<file path="src/rtl/pp_chunk_credit_arb_pkg.sv">
// Shared types and constants for the path-parser packet arbiter.
// Source indices identify which header engine a request/grant bit belongs to.
package pp_chunk_credit_arb_pkg;

    typedef enum logic [0:0] {
        IDLE  = 1'b0,
        GRANT = 1'b1
    } pp_arb_state_e;

    localparam int unsigned PP_ARB_LH_IDX    = 0;
    localparam int unsigned PP_ARB_ECDSA_IDX = 1;

endpackage

</file>
<file path="src/rtl/pp_chunk_credit_arb_fifo.sv">
// Small synchronous FIFO with show-ahead output; holds the lengths reserved at grant time
// so the oldest one can be returned when its hop completes.
module sfifo2f_fo #(
    parameter int unsigned WIDTH       = 8,
    parameter int unsigned DEPTH_NBITS = 4
) (
    input  logic             clk,
    input  logic             rst_n,
    input  logic [WIDTH-1:0] din,
    input  logic             wr,
    input  logic             rd,
    output logic [WIDTH-1:0] dout,
    output logic             full,
    output logic             empty
);

    localparam int unsigned Depth = 1 << DEPTH_NBITS;

    logic [WIDTH-1:0]       mem_q [Depth];
    logic [DEPTH_NBITS-1:0] wr_ptr_q, wr_ptr_d;
    logic [DEPTH_NBITS-1:0] rd_ptr_q, rd_ptr_d;
    logic [DEPTH_NBITS:0]   cnt_q, cnt_d;
    logic                   do_wr, do_rd;

    always_comb begin
        full     = (cnt_q == (DEPTH_NBITS + 1)'(Depth));
        empty    = (cnt_q == '0);
        do_wr    = wr && !full;
        do_rd    = rd && !empty;
        wr_ptr_d = wr_ptr_q;
        rd_ptr_d = rd_ptr_q;
        cnt_d    = cnt_q;
        if (do_wr) begin
            wr_ptr_d = wr_ptr_q + 1'b1;
        end
        if (do_rd) begin
            rd_ptr_d = rd_ptr_q + 1'b1;
        end
        unique case ({do_wr, do_rd})
            2'b10:   cnt_d = cnt_q + 1'b1;
            2'b01:   cnt_d = cnt_q - 1'b1;
            default: cnt_d = cnt_q;
        endcase
        dout = mem_q[rd_ptr_q];
    end

    always_ff @(posedge clk or negedge rst_n) begin
        if (!rst_n) begin
            wr_ptr_q <= '0;
            rd_ptr_q <= '0;
            cnt_q    <= '0;
        end else begin
            wr_ptr_q <= wr_ptr_d;
            rd_ptr_q <= rd_ptr_d;
            cnt_q    <= cnt_d;
        end
    end

    // Storage needs no reset: the count alone defines which entries are valid.
    always_ff @(posedge clk) begin
        if (do_wr) begin
            mem_q[wr_ptr_q] <= din;
        end
    end

endmodule

</file>
<file path="src/rtl/pp_chunk_credit_arb.sv">
// Packet-level round-robin arbiter in front of the path parser. Grants a whole packet only when
// the buffer FIFO has credit for it, and owns the buffer-FIFO credit counter.
module pp_chunk_credit_arb
    import pp_chunk_credit_arb_pkg::*;
#(
    parameter int unsigned NUM_REQ      = 2,
    parameter int unsigned LEN_NBITS    = 8,
    parameter int unsigned CREDIT_NBITS = 6,
    parameter int unsigned PEND_NBITS   = 4
) (
    input  logic                           clk,
    input  logic                           rst_n,
    input  logic [NUM_REQ-1:0]             req_valid,
    input  logic [NUM_REQ*LEN_NBITS-1:0]   req_len,
    input  logic                           beat_valid,
    input  logic                           beat_eop,
    input  logic                           hop_valid,
    input  logic                           hop_eop,
    input  logic                           buf_fifo_rd,
    output logic [NUM_REQ-1:0]             gnt,
    output logic                           gnt_discard,
    output logic [CREDIT_NBITS:0]          credit_cnt,
    output logic                           pend_full
);

    localparam int unsigned MaxCredit = 1 << CREDIT_NBITS;
    localparam int unsigned IdxW      = (NUM_REQ > 1) ? $clog2(NUM_REQ) : 1;
    localparam int unsigned CW        = CREDIT_NBITS + 2;

    localparam logic [CREDIT_NBITS:0] MaxCreditC = (CREDIT_NBITS + 1)'(MaxCredit);
    localparam logic signed [CW-1:0]  MaxCreditS = CW'(MaxCredit);

    // Returns {found, index} of the first eligible requester at or after ptr.
    function automatic logic [IdxW:0] rr_pick(input logic [NUM_REQ-1:0] elig,
                                              input logic [IdxW-1:0]    ptr);
        logic [IdxW:0] res;
        int unsigned   idx;
        res = '0;
        for (int unsigned k = 0; k < NUM_REQ; k++) begin
            idx = (32'(ptr) + k) % NUM_REQ;
            if (!res[IdxW] && elig[idx]) begin
                res = {1'b1, IdxW'(idx)};
            end
        end
        return res;
    endfunction

    pp_arb_state_e         state_q, state_d;
    logic [NUM_REQ-1:0]    gnt_q, gnt_d;
    logic                  disc_q, disc_d;
    logic [IdxW-1:0]       win_q, win_d;
    logic [IdxW-1:0]       rr_q, rr_d;
    logic [CREDIT_NBITS:0] credit_q, credit_d;
    logic                  buf_rd_q;

    logic [LEN_NBITS-1:0]  lens [NUM_REQ];
    logic [NUM_REQ-1:0]    oversized;
    logic [NUM_REQ-1:0]    elig;
    logic [IdxW:0]         pick;
    logic                  push;
    logic [LEN_NBITS-1:0]  grant_len;
    logic                  pop;
    logic [LEN_NBITS-1:0]  pop_head;
    logic                  fifo_empty;

    logic signed [CW-1:0]  sum;
    logic                  credit_oob;

    always_comb begin
        for (int unsigned i = 0; i < NUM_REQ; i++) begin
            lens[i]      = req_len[i*LEN_NBITS +: LEN_NBITS];
            oversized[i] = 32'(lens[i]) > MaxCredit;
            elig[i]      = req_valid[i] &&
                           (((32'(lens[i]) <= 32'(credit_q)) && !pend_full) || oversized[i]);
        end
        pick = rr_pick(elig, rr_q);
    end

    always_comb begin
        state_d   = state_q;
        gnt_d     = gnt_q;
        disc_d    = disc_q;
        win_d     = win_q;
        rr_d      = rr_q;
        push      = 1'b0;
        grant_len = '0;
        unique case (state_q)
            IDLE: begin
                if (pick[IdxW]) begin
                    win_d   = pick[IdxW-1:0];
                    gnt_d   = NUM_REQ'(1) << pick[IdxW-1:0];
                    disc_d  = oversized[pick[IdxW-1:0]];
                    state_d = GRANT;
                    if (!oversized[pick[IdxW-1:0]]) begin
                        push      = 1'b1;
                        grant_len = lens[pick[IdxW-1:0]];
                    end
                end
            end
            GRANT: begin
                if (beat_valid && beat_eop) begin
                    gnt_d   = '0;
                    disc_d  = 1'b0;
                    rr_d    = (win_q == IdxW'(NUM_REQ - 1)) ? '0 : win_q + 1'b1;
                    state_d = IDLE;
                end
            end
            default: state_d = IDLE;
        endcase
    end

    sfifo2f_fo #(
        .WIDTH       (LEN_NBITS),
        .DEPTH_NBITS (PEND_NBITS)
    ) u_pend_fifo (
        .clk   (clk),
        .rst_n (rst_n),
        .din   (grant_len),
        .wr    (push),
        .rd    (pop),
        .dout  (pop_head),
        .full  (pend_full),
        .empty (fifo_empty)
    );

    // All four credit terms apply in the same cycle with no priority between them.
    always_comb begin
        logic signed [CW-1:0] cur_t, grant_t, hop_t, pop_t, buf_t;
        pop     = hop_valid && hop_eop;
        cur_t   = CW'(credit_q);
        grant_t = CW'(grant_len);
        hop_t   = CW'(hop_valid);
        pop_t   = (pop && !fifo_empty) ? CW'(pop_head) : '0;
        buf_t   = CW'(buf_rd_q);
        sum     = cur_t - grant_t - hop_t + pop_t + buf_t;
        credit_oob = 1'b0;
        if (sum[CW-1]) begin
            credit_d   = '0;
            credit_oob = 1'b1;
        end else if (sum > MaxCreditS) begin
            credit_d   = MaxCreditC;
            credit_oob = 1'b1;
        end else begin
            credit_d = sum[CREDIT_NBITS:0];
        end
    end

    always_ff @(posedge clk or negedge rst_n) begin
        if (!rst_n) begin
            state_q  <= IDLE;
            gnt_q    <= '0;
            disc_q   <= 1'b0;
            win_q    <= '0;
            rr_q     <= '0;
            credit_q <= MaxCreditC;
            buf_rd_q <= 1'b0;
        end else begin
            state_q  <= state_d;
            gnt_q    <= gnt_d;
            disc_q   <= disc_d;
            win_q    <= win_d;
            rr_q     <= rr_d;
            credit_q <= credit_d;
            buf_rd_q <= buf_fifo_rd;
        end
    end

    assign gnt         = gnt_q;
    assign gnt_discard = disc_q;
    assign credit_cnt  = credit_q;

    a_credit_in_range: assert property (@(posedge clk) disable iff (!rst_n) !credit_oob);
    a_pop_not_empty:   assert property (@(posedge clk) disable iff (!rst_n) !(pop && fifo_empty));
    a_push_not_full:   assert property (@(posedge clk) disable iff (!rst_n) !(push && pend_full));

endmodule
</file>
<file path="config.mk">
export PLATFORM = sky130hd
export DESIGN_NAME = pp_chunk_credit_arb
export DESIGN_NICKNAME = d
export VERILOG_FILES = /design/src/rtl/pp_chunk_credit_arb_pkg.sv /design/src/rtl/pp_chunk_credit_arb_fifo.sv /design/src/rtl/pp_chunk_credit_arb.sv
export SDC_FILE = /design/constraint.sdc
export NUM_CORES = 1
export LEC_CHECK = 0
export BUFFER_PORTS_ARGS = -buffer_cell sky130_fd_sc_hd__buf_2
export CAP_MARGIN = 20
export CORE_AREA = 4 4 128 130
export CTS_BUF_LIST = sky130_fd_sc_hd__clkbuf_8
export DETAILED_ROUTE_END_ITERATION = 8
export DIE_AREA = 0 0 132 134
export PLACE_DENSITY = 0.65
export SYNTH_ARGS = -nofsm -noshare
export SYNTH_HDL_FRONTEND = slang
export SYNTH_SLANG_ARGS = --single-unit
</file>
<file path="constraint.sdc">
create_clock -name clk -period 6.2 [get_ports clk]
set_clock_uncertainty 0.2 [all_clocks]
set_input_delay 0.62 -clock clk [delete_from_list [all_inputs] [get_ports clk]]
set_output_delay 0.62 -clock clk [all_outputs]
set_load 0.005 [all_outputs]
</file>
==> results.ini <==
[detailed_routing]
routed_wirelength_um = 14880
via_per_inst = 5.558
final_antenna_net_count = 0
drt_iter0_drc = 310
firstDrtPassIters = 5
vias = 4174
drc = 0
post_drt_wl_per_cell_um = 19.82

[final_layout]
diodes = 0
final_util_pct = 55.58
syn2layout_area_growth_pct = 12.92
layout.nets = 620
fin_cells = 751
nFillCells = 1199
layout-drive-gt1-share_pct = 23.80

[power_and_ir_drop]
sequentialPowerShare_pct = 40.6
p_per_area_nw_per_um2 = 395.7
intPower_uw = 2144
p_clk_share_pct = 23.3
ir_drop_uv = 167.4
switching_power_uw = 1187
p_sw_share_pct = 35.63
comb_power_share_pct = 36.1
leakage_uw = 0.003179

[floorplan]
dieWidth_um = 132
fp.dieArea_um2 = 17690
start_util_pct = 49.22
core_area_um2 = 15150
ioPinCount = 36
die_h_um = 134
rows = 45

[place]
io_buffers = 35
dp_hpwl_um = 10750
place_congestion = 0.8181
dpl.cell_count = 709

[global_routing]
grt_antenna_before_repair = 0
grt_first_pass_wirelength_um = 24250
track_usage_pct = 18.09
grt_pass1_vias = 4306
overflow = 0
grt_start_max_net_pins = 28

[clock_network]
numCtsBuffers = 17
path_clk_slew_ns = 0.10
cts-resized-gates = 0
h-tree-depth = 4
clk_latency_ns = 0.47
cts_buffer_depth = 2
cts_root_buf = clkbuf_8
cts_tree = yes
cts_sinks = 155

[timing]
hold_slack_ns = 0.07454
worst_pin_slew_ns = 0.7758
finalSetupViolCount = 0
hold_viol_final = 0
fmax_ghz = 0.1746
timing.final.crit_period_ns = 5.729
slew_headroom_pct = 48.28
min_period_over_period_pct = 92.40
rsz0062_at_grt = no
drv_slew = 0
tns_ns = 0

[synthesis]
netlist_area_um2 = 7455
synth_cell_types = 52
postSynthCellCount = 476
synth_top_flop_cell = edfxtp_1
synth_seq_area_share_pct = 60.64
ys_ff_latch = 155
synth_edf_count = 128
ys_async_sr_fraction_pct = 17.42
yosysWarnings = 0
syn_area_per_cell_um2 = 15.66

[setup_path]
cp_num_buf_inv = 2
critPathLaunchType = flip-flop
slowest_stage = fa_1
critical_path_arrival_ns = 5.87
worstSetupPathType = reg -> reg
cp_cell_sequence = inv_1 -> ha_1 -> a21o_1 -> a211o_1 -> nor3_1 -> nor2_1 -> o311ai_4 -> mux2i_1 -> nand2b_1 -> fa_1 -> inv_1 -> fa_1 -> nor2_1 -> nor2_1 -> fa_1 -> nor2b_1 -> o21ai_0 -> a21boi_1 -> o21ai_0 -> nand2b_1 -> xnor2_1 -> or2_2 -> nor3b_1
path_max_fanout = 5
path_depth = 23
ff2ff_path_depth = 23
required_ns = 6.34
cp_slowest_stage_delay_ns = 0.55
cp_top_family = adder cells
end_kind = flip-flop

[run_status]
status = completed

[min_path]
hp-class = in -> reg
holdPathStages = 1

[job]
maxCapViolations = 0

==> per-layer routing <==
| metal | share of wire [%] | vias to the layer above | track usage (%) | routed length [um] |
|---|---|---|---|---|
| met3 | 4.4 | 12 | 4.051 | 652 |
| met4 | 1.3 | 0 | 5.543 | 189 |
| met1 | 45 | 2124 | 24.79 | 6673 |
| met2 | 50 | 102 | 29.22 | 7368 |
| li1 | - | 1936 | - | - |
| met5 | 0 | - | 0 | 0 |
==> sequential cells by signal, indices dropped and copies added (netlist names), 2 cells and up <==
| signal | flops |
|---|---|
| credit_cnt | 7 |
| u_pend_fifo.cnt_q | 5 |
| u_pend_fifo.rd_ptr_q | 4 |
| u_pend_fifo.wr_ptr_q | 4 |
| gnt | 2 |
| u_pend_fifo.mem_q | 128 |
==> through the flow <==
step	total power (uW)	worst slack [ns]	cell area [um^2]
after global routing	3561	0.01675	8418
after global placement	2547	0.1312	7915
after CTS	3352	0.03300	8351
final	3331	0.4713	8418
after floorplan	2286	0.5153	7511
after detailed placement	2580	-0.1594	7915
==> cells in the mapped netlist, types with 4 or more instances <==
cell	number	area [um^2]
a21o_1	8	60.06
a21oi_1	12	60.06
and3_1	16	100.1
buf_2	6	30.03
clkbuf_1	7	26.28
dfrtp_1	26	650.6
edfxtp_1	128	3844
fa_1	9	180.2
ha_1	36	450.4
inv_1	36	135.1
mux2i_1	11	110.1
mux4_2	39	878.3
nand2_1	23	86.33
nand2b_1	5	31.28
nand3_1	6	30.03
nor2_1	16	60.06
nor2b_1	15	93.84
nor3_1	4	20.02
o21ai_0	12	60.06
xnor2_1	13	113.9
xor2_1	5	43.79
==> logic make-up after synthesis <==
| family | after synthesis | synth area share (%) |
|---|---|---|
| buffers and inverters | 51 | 2.920 |
| AO/OA/AOI/OAI | 53 | 5.019 |
| flip-flops | 155 | 60.64 |
| multiplexers | 51 | 13.41 |
| other | 1 | 0.05030 |
| XOR/XNOR | 19 | 2.333 |
| adder cells (fa/ha/maj) | 45 | 8.459 |
| AND/OR/NAND/NOR | 101 | 7.167 |
==> layout by cell type (no fill, tap or decap), types with 8 or more instances in the layout <==
master / n
a21o_1: 8
a21oi_1: 12
and3_1: 16
buf_2: 35
buf_4: 19
clkbuf_8: 17
conb_1: 16
dfrtp_1: 25
edfxtp_1: 128
fa_1: 9
ha_1: 36
inv_1: 36
mux2i_1: 11
mux4_2: 39
nand2_1: 23
nor2_1: 16
nor2b_1: 15
o21ai_0: 12
xnor2_1: 13
==> final timing paths <==
path / startpoint / end / slack (ns)
min in group asynchronous: rst_n / u_pend_fifo.cnt_q[2]$_DFFE_PN0P_ / 0.52
min: buf_fifo_rd / buf_rd_q$_DFF_PN0_ / 0.07
max reg2reg: credit_cnt[5]$_DFF_PN0_ / credit_cnt[1]$_DFF_PN0_ / 0.47
max in group asynchronous: rst_n / u_pend_fifo.rd_ptr_q[0]$_DFFE_PN0P_ / 4.83
max: credit_cnt[5]$_DFF_PN0_ / credit_cnt[1]$_DFF_PN0_ / 0.47
min reg2reg: rr_q$_DFFE_PN0P_ / rr_q$_DFFE_PN0P_ / 0.31
==> layout make-up <==
type                       instances  area (um^2)  share of cell area [%]
clock buffer                      17        234.0                   2.779
clock inverter                    15        191.4                   2.274
inverter                          36        135.1                   1.605
tap                              188        235.2                   2.794
timing repair buffer              55        327.8                   3.894
multi-input combinational        285         2773                   32.94
sequential                       155         4522                   53.72
==> power groups by stage <==
stage / clock [uW] / combinational [uW] / sequential [uW]
finish: 775 / 1200 / 1350
global route: 844 / 1340 / 1380
CTS: 791 / 1200 / 1360
detailed placement: 0 / 1200 / 1380
global placement: 0 / 1170 / 1380
floorplan: 0 / 1010 / 1270
==> repair_timing <==
item	in CTS	in global routing
hold buffers	1	0
setup endpoints to repair	0	2
endpoints found under the hold margin	26	0
buffers inserted	0	3
Power figures use the tool's default switching activity.
